## config.mk

```make
export PLATFORM = sky130hd
export DESIGN_NAME = div_unit
export DESIGN_NICKNAME = d
export VERILOG_FILES = /design/src/rtl/div_unit.sv
export SDC_FILE = /design/constraint.sdc
export NUM_CORES = 1
export LEC_CHECK = 0
export BUFFER_PORTS_ARGS = -buffer_cell sky130_fd_sc_hd__clkbuf_2
export CORE_MARGIN = 10
export CORE_UTILIZATION = 39
export CTS_CLUSTER_SIZE = 12
export DETAILED_ROUTE_END_ITERATION = 6
export PLACE_DENSITY_LB_ADDON = 0.2
export SYNTH_ARGS = -nofsm -noshare
export SYNTH_HDL_FRONTEND = slang
export SYNTH_SLANG_ARGS = --single-unit
```

## constraint.sdc

```tcl
create_clock -name clk -period 5.6 [get_ports clk]
set_input_delay 1.12 -clock clk [delete_from_list [all_inputs] [get_ports clk]]
set_output_delay 1.12 -clock clk [all_outputs]
set_load 0.01 [all_outputs]
```

## src/rtl/div_unit.sv

```systemverilog
// Multi-cycle radix-2 restoring divider for DIV/DIVU in execute.
// Stalls the pipeline while iterating; result is {remainder, quotient}.
module div_unit #(
    parameter int WIDTH = 32
) (
    input  logic                 clk,
    input  logic                 rst,
    input  logic                 start_i,
    input  logic                 signed_i,
    input  logic                 annul_i,
    input  logic [WIDTH-1:0]     a_i,
    input  logic [WIDTH-1:0]     b_i,
    output logic                 stall_o,
    output logic                 ready_o,
    output logic [2*WIDTH-1:0]   result_o
);

    typedef enum logic [1:0] {
        IDLE,
        BUSY,
        DONE
    } state_t;

    localparam logic [5:0] LAST = 6'(WIDTH - 1);

    state_t               state;
    logic [5:0]           cnt;
    logic [2*WIDTH:0]     rq;
    logic [WIDTH-1:0]     divisor;
    logic                 negQ;
    logic                 negR;
    logic [2*WIDTH-1:0]   resultQ;

    logic                 signA;
    logic                 signB;
    logic [WIDTH-1:0]     magA;
    logic [WIDTH-1:0]     magB;

    logic [WIDTH+1:0]     hi;
    logic [WIDTH+1:0]     diff;
    logic [2*WIDTH:0]     rqNext;
    logic [WIDTH-1:0]     quoNext;
    logic [WIDTH-1:0]     remNext;
    logic [WIDTH-1:0]     quoOut;
    logic [WIDTH-1:0]     remOut;

    assign signA = signed_i & a_i[WIDTH-1];
    assign signB = signed_i & b_i[WIDTH-1];
    assign magA  = signA ? -a_i : a_i;
    assign magB  = signB ? -b_i : b_i;

    // Shifted partial remainder picks up the next dividend bit from rq.
    assign hi   = rq[2*WIDTH:WIDTH-1];
    assign diff = hi - {2'b00, divisor};

    assign rqNext = diff[WIDTH+1]
                  ? {hi[WIDTH:0], rq[WIDTH-2:0], 1'b0}
                  : {diff[WIDTH:0], rq[WIDTH-2:0], 1'b1};

    assign quoNext = rqNext[WIDTH-1:0];
    assign remNext = rqNext[2*WIDTH-1:WIDTH];
    assign quoOut  = negQ ? -quoNext : quoNext;
    assign remOut  = negR ? -remNext : remNext;

    assign stall_o  = ((state == IDLE) & start_i & ~annul_i)
                    | (state == BUSY);
    assign ready_o  = (state == DONE);
    assign result_o = resultQ;

    always_ff @(posedge clk) begin
        if (rst) begin
            state   <= IDLE;
            cnt     <= '0;
            rq      <= '0;
            divisor <= '0;
            negQ    <= 1'b0;
            negR    <= 1'b0;
            resultQ <= '0;
        end else if (annul_i) begin
            state <= IDLE;
            cnt   <= '0;
        end else begin
            unique case (state)
                IDLE: begin
                    if (start_i) begin
                        negQ    <= signA ^ signB;
                        negR    <= signA;
                        divisor <= magB;
                        rq      <= {{(WIDTH+1){1'b0}}, magA};
                        cnt     <= '0;
                        // Divide by zero skips iteration entirely.
                        if (b_i == '0) begin
                            resultQ <= {a_i, {WIDTH{1'b1}}};
                            state   <= DONE;
                        end else begin
                            state <= BUSY;
                        end
                    end
                end
                BUSY: begin
                    rq  <= rqNext;
                    cnt <= cnt + 6'd1;
                    if (cnt == LAST) begin
                        resultQ <= {remOut, quoOut};
                        state   <= DONE;
                    end
                end
                DONE: begin
                    state <= IDLE;
                end
                default: begin
                    state <= IDLE;
                end
            endcase
        end
    end

endmodule

```

==> results of run 1 <==
## synth_stat cells (all sizes together) (15+ instances only)
master and n:
a211oi 61, a21oi 150, a22oi 22, a311oi 26
a31oi 19, buf 15, clkbuf 91, dfxtp 171
ha 37, inv 55, mux2i 18, nand2 125
nand3 31, nor2 211, nor3 67, nor4 16
o21ai 105, o31ai 21, or3 20, xnor2 60
xor2 67
## layout make-up
class,instances,area [um^2]
fillers,3063,16300
multi-input cells,1258,7820
flip-flops and latches,171,3420
repair buffers,158,878
well taps,390,488
clock buffers,17,425
inverters,56,210
clock inverters,15,201
## metal layers
| metal | track usage (%) | vias to the layer above | share of wire, % | routed length, um |
|---|---|---|---|---|
| li1 | - | 5975 | - | - |
| met1 | 27.9 | 5600 | 49 | 19000 |
| met2 | 30.9 | 426 | 44 | 17100 |
| met3 | 3.61 | 48 | 5.8 | 2290 |
| met4 | 5.20 | 2 | 1.8 | 720 |
| met5 | 0 | - | 0.031 | 12 |
## state kept, by name, indices dropped and copies added (netlist names)
register and flops:
rq 65, result_o 64, divisor 32, cnt 6, state 2, negQ 1, negR 1
## what timing repair did
action                                  CTS  global route
gates resized for setup                   0             0
buffers inserted                          0             4
hold buffers                              0             0
endpoints found under the setup margin    0             1
## worst paths after layout
check                           start                         to  slack, ns  cells after the start
min reg2reg  divisor[31]$_SDFFE_PP0P_   divisor[31]$_SDFFE_PP0P_       0.46                      2
max reg2reg       rq[39]$_SDFFE_PP0P_  result_o[60]$_SDFFE_PP0P_       0.39                     14
min          divisor[31]$_SDFFE_PP0P_   divisor[31]$_SDFFE_PP0P_       0.46                      2
max               rq[39]$_SDFFE_PP0P_  result_o[60]$_SDFFE_PP0P_       0.39                     14
## cell families (layout without fill, tap and decap cells)
group,Yosys count,after routing
AO/OA/AOI/OAI,513,513
XOR/XNOR,127,127
adder cells (fa/ha/maj),38,38
buffers and inverters,162,246
flip-flops,171,171
multiplexers,27,27
AND/OR/NAND/NOR,553,553
## worst max-delay path, cell delays in order (launching register included)
cell	delay (ns)
dfxtp_1	0.45
ha_1	0.35
a21oi_1	0.29
o22ai_1	0.23
a22oi_1	0.42
a31oi_1	0.22
a211oi_4	0.41
buf_4	0.19
buf_4	0.51
o2111ai_1	0.26
a21boi_0	0.19
or3_1	0.33
or4_1	0.53
o21a_1	0.18
or4_1	0.51
## power groups by stage
stage	clock network [uW]	registers, uW	logic (uW)
floorplan	0	1300	445
CTS	1260	1280	626
detailed placement	0	1310	624
finish	1240	1280	634
global placement	0	1310	624
global route	1310	1290	702
## placed cells by master, fill, tap and decap left out, types with 60 or more instances in the layout
master,instances
xnor2_1,60
o21ai_0,103
a21oi_1,148
clkbuf_2,133
xor2_1,67
nor2_1,210
dfxtp_1,171
nand2_1,125
a211oi_1,60
nor3_1,66
## per-stage QoR
step                power, uW  utilization (%)  area (um^2)  setup WS [ns]  cells
floorplan                1740                -        11800          0.386   1591
global placement         1930             42.9        12800          0.605   2029
detailed placement       1940             42.9        12800          0.433   2029
CTS                      3170             45.0        13400          0.407   2061
global route             3300             45.1        13500         0.0483   2065
finish                   3160             45.1        13500          0.386   2065
==> out/results.tsv, run 1 <==
stage	metric	value	unit
run_status	status	complete, no violations	
die	row_count	63	
clock_network	clockBufferDepth	2	
synth	netlist.top_cell.by_area	dfxtp_1	
synth	synth_compound_area_share	28.3	%
setup_path	worstSetupPathType	reg2reg	
global_routing	grt_pass1_vias	11200	
synth	async_flop_share	0	%
detailed_routing	ant_nets	0	
die	start_util	39.7	%
sta	period_share	93.1	%
cells_and_area	syn2layout_area_growth	13.6	%
power_and_ir_drop	p_int	2080	uW
global_routing	grtUsageTotal	20.0	%
power_and_ir_drop	p_leak	0.00526	uW
power_and_ir_drop	power.clock.fraction	39.4	%
detailed_routing	routed_wl	39100	um
power_and_ir_drop	pwr_density_cell	235	nW/um^2
synth	synth-simple-area-share	21.7	%
synth	synth_top_family_by_area	compound AO/OA/AOI/OAI gates	
setup_path	critPathLaunchType	flop	
sta	slew_viol_final	0	
sta	fin_skew	0.0190	ns
detailed_routing	via_per_inst	5.84	
global_routing	grt_pass1_wl	62300	um
detailed_routing	post_drt_wl_per_cell	18.9	um
synth	synth-edff-count	0	
power_and_ir_drop	p_switching	1080	uW
clock_network	cts_sinks	171	
detailed_routing	firstDrtPassIters	5	
synth	ys_warn_count	0	
global_routing	grt_max_degree	91	
clock_network	clock_latency	0.45	ns
sta	hold_slack	0.460	ns
synth	synth_top_cells_by_area	dfxtp_1, nor2_1, a21oi_1	
cells_and_area	drive_above_1_share	13.4	%
place	gp_congestion	0.889	
power_and_ir_drop	switching_share	34.2	%
sta	slew_headroom	26.6	%
sta	tns	0	ns
synth	syn_avg_cell_area	7.44	um^2
global_routing	overflow	0	
power_and_ir_drop	comb_power_share	20.1	%
power_and_ir_drop	p_seq_share	40.6	%
die	die_y	194	um
synth	ys_types	72	
synth	synth-seq-cells	171	
synth	synth_ff_type	dfxtp_1	
detailed_routing	drc	0	
sta	rsz0062_at_grt	false	
sta	tightest_slew	1.10	ns
detailed_routing	detail_route.iter0.violations	929	
sta	hold_viol	0	
die	core_area	29800	um^2
cells_and_area	final_nets	1769	
place	portBuffers	134	
clock_network	h-tree-depth	4	
setup_path	endpoint_kind	flop	
die	io_pins	135	
synth	synth_fp_nets	1698	
synth	synth_fa_ha_area_share	4.08	%
clock_network	cts_tree	yes	
global_routing	antenna_found_initial	1	
place	dp_hpwl	30000	um
setup_path	crit_arrival	5.53	ns
clock_network	clk_pin_slew_worst_paths	0.08	ns
job	cap_violations	0	
power_and_ir_drop	ir_worst_vdd	213	uV
setup_path	path_max_fanout	52	
clock_network	cts_buffers	17	
synth	syn-cell-area	11800	um^2
hold_path	min_path_type	reg2reg	
synth	synth_top_area_share	28.9	%
cells_and_area	diodes	0	
die	dieArea	37700	um^2
sta	period_minus_slack	5.21	ns
sta	fmax	192	MHz
clock_network	cts-root-buf	clkbuf_16	
synth	syn_inst	1591	
synth	synth_seq_area_share	28.9	%
die	die_w	194	um
setup_path	worst-endpoint-required	5.91	ns
detailed_routing	vias	12100	
synth	synth_xor_area_share	9.39	%
synth	muxShareOfSynthArea	2.38	%
sta	setup_viol	0	
Note: power is estimated with default switching activity, not from simulation.
==> run 2, diff against run 1 <==
--- a/config.mk
+++ b/config.mk
@@ -6,7 +6,7 @@
 export NUM_CORES = 1
 export LEC_CHECK = 0
 export BUFFER_PORTS_ARGS = -buffer_cell sky130_fd_sc_hd__clkbuf_2
-export CORE_MARGIN = 10
+export CORE_MARGIN = 4
 export CORE_UTILIZATION = 39
 export CTS_CLUSTER_SIZE = 12
 export DETAILED_ROUTE_END_ITERATION = 6
==> run 2 against run 1 <==
Via count shrank 0.32%. Sequential cell count is the same. Clock power is essentially flat. Cell count shrank 0.19%. Combinational power shrank 0.9%. Sequential power is essentially flat. Count of clock-buffer cells in the layout grew 1. Core utilization shrank 0.24 points.
==> out/results.tsv, run 2 (synthesis gave the netlist of run 1 again) <==
stage	metric	value	unit
global_routing	overflow	0	
hold_path	min_path_type	reg2reg	
die	die_y	182	um
sta	rsz0062_at_grt	false	
place	portBuffers	134	
power_and_ir_drop	pwr_density_cell	238	nW/um^2
global_routing	grt_pass1_vias	10900	
power_and_ir_drop	ir_worst_vdd	218	uV
cells_and_area	largest_register_ffs	65	
sta	period_minus_slack	5.00	ns
sta	fin_skew	0.0118	ns
cells_and_area	final_common_cell	nor2_1	
detailed_routing	post_drt_wl_per_cell	18.5	um
clock_network	cts-root-buf	clkbuf_16	
cells_and_area	mostFrequentLayoutCells	nor2_1, dfxtp_1, a21oi_1	
sta	setup_viol	0	
power_and_ir_drop	p_switching	1010	uW
power_and_ir_drop	p_int	2180	uW
sta	fmax	200	MHz
setup_path	crit_arrival	5.32	ns
cells_and_area	multi_input_area	7820	um^2
die	dieArea	33200	um^2
clock_network	postCtsSetupBuffers	0	
power_and_ir_drop	power.clock.fraction	40.0	%
power_and_ir_drop	comb_power_share	19.7	%
cells_and_area	diodes	0	
sta	slew_headroom	27.8	%
place	placed_cell_area	12800	um^2
detailed_routing	routed_wl	38100	um
setup_path	path_max_fanout	11	
setup_path	worst-endpoint-required	5.92	ns
global_routing	grt_max_degree	95	
sta	period_share	89.3	%
global_routing	grtUsageTotal	22.1	%
setup_path	critPathLaunchType	flop	
detailed_routing	ant_nets	0	
sta	slew_viol_final	0	
detailed_routing	detail_route.iter0.violations	1041	
detailed_routing	via_per_inst	5.83	
global_routing	grt_pass1_wl	59800	um
cells_and_area	final_cells	2061	
power_and_ir_drop	switching_share	31.6	%
clock_network	clock_latency	0.44	ns
detailed_routing	vias	12000	
sta	tightest_slew	1.08	ns
die	start_util	39.7	%
place	placed_cells	2029	
clock_network	clockBufferDepth	2	
cells_and_area	syn2layout_area_growth	13.0	%
job	cap_violations	0	
clock_network	clk_pin_slew_worst_paths	0.07	ns
power_and_ir_drop	p_seq_share	40.3	%
run_status	status	complete, no violations	
die	io_pins	135	
setup_path	endpoint_kind	flop	
cells_and_area	final_cell_area	13400	um^2
sta	tns	0	ns
setup_path	worstSetupPathType	reg2reg	
detailed_routing	drc	0	
sta	hold_viol	0	
cells_and_area	drive_above_1_share	13.0	%
clock_network	cts_tree	yes	
clock_network	cts_buffers	17	
clock_network	cts-resized-gates	0	
cells_and_area	top_register	rq	
place	dp_hpwl	28700	um
detailed_routing	firstDrtPassIters	5	
sta	hold_slack	0.473	ns
cells_and_area	fillers	3087	
clock_network	h-tree-depth	4	
die	row_count	63	
die	core_area	29800	um^2
clock_network	cts_sinks	171	
die	die_w	182	um
power_and_ir_drop	fin_total_pwr	3190	uW
power_and_ir_drop	p_leak	0.00522	uW
clock_network	cts_hold_buf	0	
cells_and_area	regArea	3420	um^2
place	gp_congestion	0.912	
cells_and_area	final_nets	1765	
global_routing	antenna_found_initial	0	
==> run 2: changes by cell type in the layout (fill, tap and decap cells not counted), sizes merged <==
cell / previous run / this run
clkinv: 11 / 4
buf: 25 / 21
bufinv: 0 / 3
clkinvlp: 0 / 3
clkbuf: 150 / 151
==> run 2: stage by stage <==
| stage | setup slack (ns) | utilization [%] |
|---|---|---|
| after detailed placement | 0.623 | 42.8 |
| after global placement | 0.779 | 42.8 |
| final | 0.598 | 44.9 |
| after global routing | 0.291 | 44.9 |
| after CTS | 0.608 | 44.9 |
| after floorplan | 0.386 | - |
==> run 2: layout make-up <==
cell class              instances  share of cell area [%]
clock buffers                  18                    3.21
clock inverters                14                    1.37
inverters                      56                    1.57
multi-input cells            1258                    58.5
flip-flops and latches        171                    25.6
well taps                     390                    3.65
repair buffers                154                    6.15
==> run 2: power by group through the flow <==
stage	Clock (uW)	Sequential, uW	Combinational (uW)
after CTS	1300	1280	621
after floorplan	0	1300	445
after global placement	0	1310	616
final	1270	1280	628
after detailed placement	0	1310	618
after global routing	1340	1290	696
==> run 2: metal layers <==
layer	global-route usage (%)	share of wire (%)	up-vias
li1	-	-	5957
met3	3.05	6.1	42
met4	6.00	2.2	0
met2	34.6	44	410
met5	0	0	-
met1	31.9	48	5604
==> run 2: worst paths after layout <==
| kind | slack, ns | to | cells after the start | startpoint |
|---|---|---|---|---|
| max reg2reg | 0.60 | result_o[60]$_SDFFE_PP0P_ | 15 | rq[42]$_SDFFE_PP0P_ |
| max | 0.60 | result_o[60]$_SDFFE_PP0P_ | 15 | rq[42]$_SDFFE_PP0P_ |
| min | 0.47 | divisor[31]$_SDFFE_PP0P_ | 2 | divisor[31]$_SDFFE_PP0P_ |
| min reg2reg | 0.47 | divisor[31]$_SDFFE_PP0P_ | 2 | divisor[31]$_SDFFE_PP0P_ |
==> run 2: critical path, stage by stage (launching register included) <==
cell and delay [ns]:
dfxtp_1 0.37, ha_1 0.48, and4_1 0.36, nand3_1 0.12
a211o_1 0.33, a31o_1 0.28, a211oi_4 0.35, inv_2 0.15
a21oi_1 0.30, ha_1 0.32, o2111ai_1 0.14, nor4_1 0.37
a21oi_1 0.15, or4_1 0.45, o21a_1 0.18, or4_1 0.50
==> run 3, diff against run 2 <==
==> constraint.sdc (replaced) <==
create_clock -name clk -period 5.75 [get_ports clk]
set_input_delay 1.15 -clock clk [delete_from_list [all_inputs] [get_ports clk]]
set_output_delay 1.15 -clock clk [all_outputs]
set_load 0.01 [all_outputs]
==> run 3 against run 2 <==
Critical endpoint unchanged. Clock power is 6% lower. Core utilization about the same. Highest routed layer unchanged. Largest cell class unchanged. Sequential cell count did not move.
==> out/results.tsv, run 3 (synthesis gave the netlist of run 1 again) <==
stage	metric	value	unit
run_status	status	complete, no violations	
global_routing	grt_max_degree	109	
cells_and_area	final_common_cell	nor2_1	
setup_path	path_max_fanout	7	
setup_path	endpoint_kind	flop	
clock_network	h-tree-depth	4	
cells_and_area	top_register	rq	
global_routing	grt_pass1_vias	10800	
power_and_ir_drop	pwr_density_cell	228	nW/um^2
detailed_routing	vias	12000	
setup_path	startpoint	rq[39]$_SDFFE_PP0P_	
clock_network	clk_pin_slew_worst_paths	0.08	ns
setup_path	cp_slowest_stage_delay	0.51	ns
global_routing	grtUsageTotal	22.4	%
setup_path	path_cells	ha_1 -> a21oi_1 -> o22ai_1 -> a22oi_1 -> a31oi_1 -> a211oi_4 -> inv_2 -> a21oi_1 -> ha_1 -> o2111ai_1 -> nor4_1 -> a21oi_1 -> or4_1 -> o21a_1 -> or4_1	
clock_network	clockBufferDepth	2	
die	start_util	39.7	%
cells_and_area	drive_above_1_share	13.1	%
place	dp_hpwl	29000	um
cells_and_area	fillers	3111	
sta	rsz0062_at_grt	false	
setup_path	worst-endpoint-required	6.06	ns
global_routing	overflow	0	
clock_network	postCtsSetupBuffers	0	
setup_path	critPathLaunchType	flop	
setup_path	reg2reg_setup_slack	0.83	ns
sta	period_minus_slack	4.92	ns
cells_and_area	syn2layout_area_growth	12.9	%
die	die_w	182	um
job	cap_violations	0	
clock_network	cts_tree	yes	
clock_network	clock_latency	0.45	ns
global_routing	grt_pass1_wl	60300	um
detailed_routing	post_drt_wl_per_cell	18.6	um
hold_path	min_path_type	reg2reg	
clock_network	cts-root-buf	clkbuf_16	
sta	setup_viol	0	
clock_network	cts_buffers	17	
sta	period_share	85.6	%
sta	fin_skew	0.0155	ns
setup_path	worst_path_max_delay_cell	or4_1	
sta	fmax	203	MHz
cells_and_area	final_nets	1763	
place	pre_cts_slack	0.888	ns
setup_path	cp_common_cell	a21oi_1	
cells_and_area	multi_input_area	7820	um^2
setup_path	worstSetupPathType	reg2reg	
detailed_routing	firstDrtPassIters	5	
die	dieArea	33200	um^2
cells_and_area	regArea	3420	um^2
detailed_routing	detail_route.iter0.violations	1047	
power_and_ir_drop	ir_worst_vdd	225	uV
cells_and_area	diodes	0	
hold_path	min_from	divisor[31]$_SDFFE_PP0P_	
sta	tns	0	ns
sta	slew_headroom	23.1	%
clock_network	cts-resized-gates	0	
place	portBuffers	134	
setup_path	reg2regPathDepth	15	
sta	tightest_slew	1.15	ns
die	io_pins	135	
detailed_routing	routed_wl	38300	um
cells_and_area	largest_register_ffs	65	
cells_and_area	mostFrequentLayoutCells	nor2_1, dfxtp_1, a21oi_1	
hold_path	holdPathStages	2	
die	die_y	182	um
clock_network	cts_hold_buf	0	
sta	layout_setup_ws	0.825	ns
detailed_routing	via_per_inst	5.81	
die	core_area	29800	um^2
sta	slew_viol_final	0	
clock_network	cts_sinks	171	
die	row_count	63	
place	gp_congestion	0.922	
setup_path	crit-reg2reg-launch	rq[39]$_SDFFE_PP0P_	
detailed_routing	drc	0	
global_routing	antenna_found_initial	0	
sta	hold_viol	0	
detailed_routing	ant_nets	0	
power_and_ir_drop	p_leak	0.00522	uW
setup_path	crit_arrival	5.23	ns
[run 3: metal layers]
metal / GRT usage (%) / vias up / share of wire [%]
li1: - / 5938 / -
met1: 32.0 / 5561 / 47
met2: 35.1 / 405 / 45
met3: 3.15 / 49 / 6.7
met4: 6.48 / 0 / 2.2
met5: 0 / - / 0
[run 3: path summary, 6_finish.rpt]
kind	end
worst max register to register	result_o[60]$_SDFFE_PP0P_
worst min-delay path	divisor[31]$_SDFFE_PP0P_
worst max-delay path	result_o[60]$_SDFFE_PP0P_
worst min register to register	divisor[31]$_SDFFE_PP0P_
[run 3: final cells by class]
class / instances / share of cell area (%)
Clock buffer: 17 / 3.18
Clock inverter: 15 / 1.32
Inverter: 56 / 1.57
Multi-Input combinational cell: 1258 / 58.5
Sequential cell: 171 / 25.6
Tap cell: 390 / 3.65
Timing Repair Buffer: 152 / 6.14
[run 3: where the power goes]
| group | switching [uW] | total (uW) | internal [uW] |
|---|---|---|---|
| Clock | 600 | 1190 | 588 |
| Sequential | 35.3 | 1250 | 1220 |
| Combinational | 399 | 611 | 212 |
| Total | 1030 | 3050 | 2020 |
[run 3: worst max-delay path: cells and delay by family, from the launching register on]
family	cells	cell delay [ns]
compound gates	9	2.23
simple gates	3	1.36
fa+ha+maj	2	0.66
flops	1	0.44
buf+inv	1	0.09
[run 3: metrics by stage]
| step | utilization [%] | power [uW] | cell area [um^2] | cells | hold WS (ns) |
|---|---|---|---|---|---|
| 2_1_floorplan | - | 1700 | 11800 | 1591 | 0.432 |
| 3_3_place_gp | 42.8 | 1880 | 12800 | 2027 | 0.448 |
| 3_5_place_dp | 42.8 | 1880 | 12800 | 2027 | 0.462 |
| 4_1_cts | 44.9 | 3060 | 13400 | 2059 | 0.471 |
| 5_1_grt | 44.9 | 3180 | 13400 | 2059 | 0.486 |
| 6_report | 44.9 | 3050 | 13400 | 2059 | 0.464 |
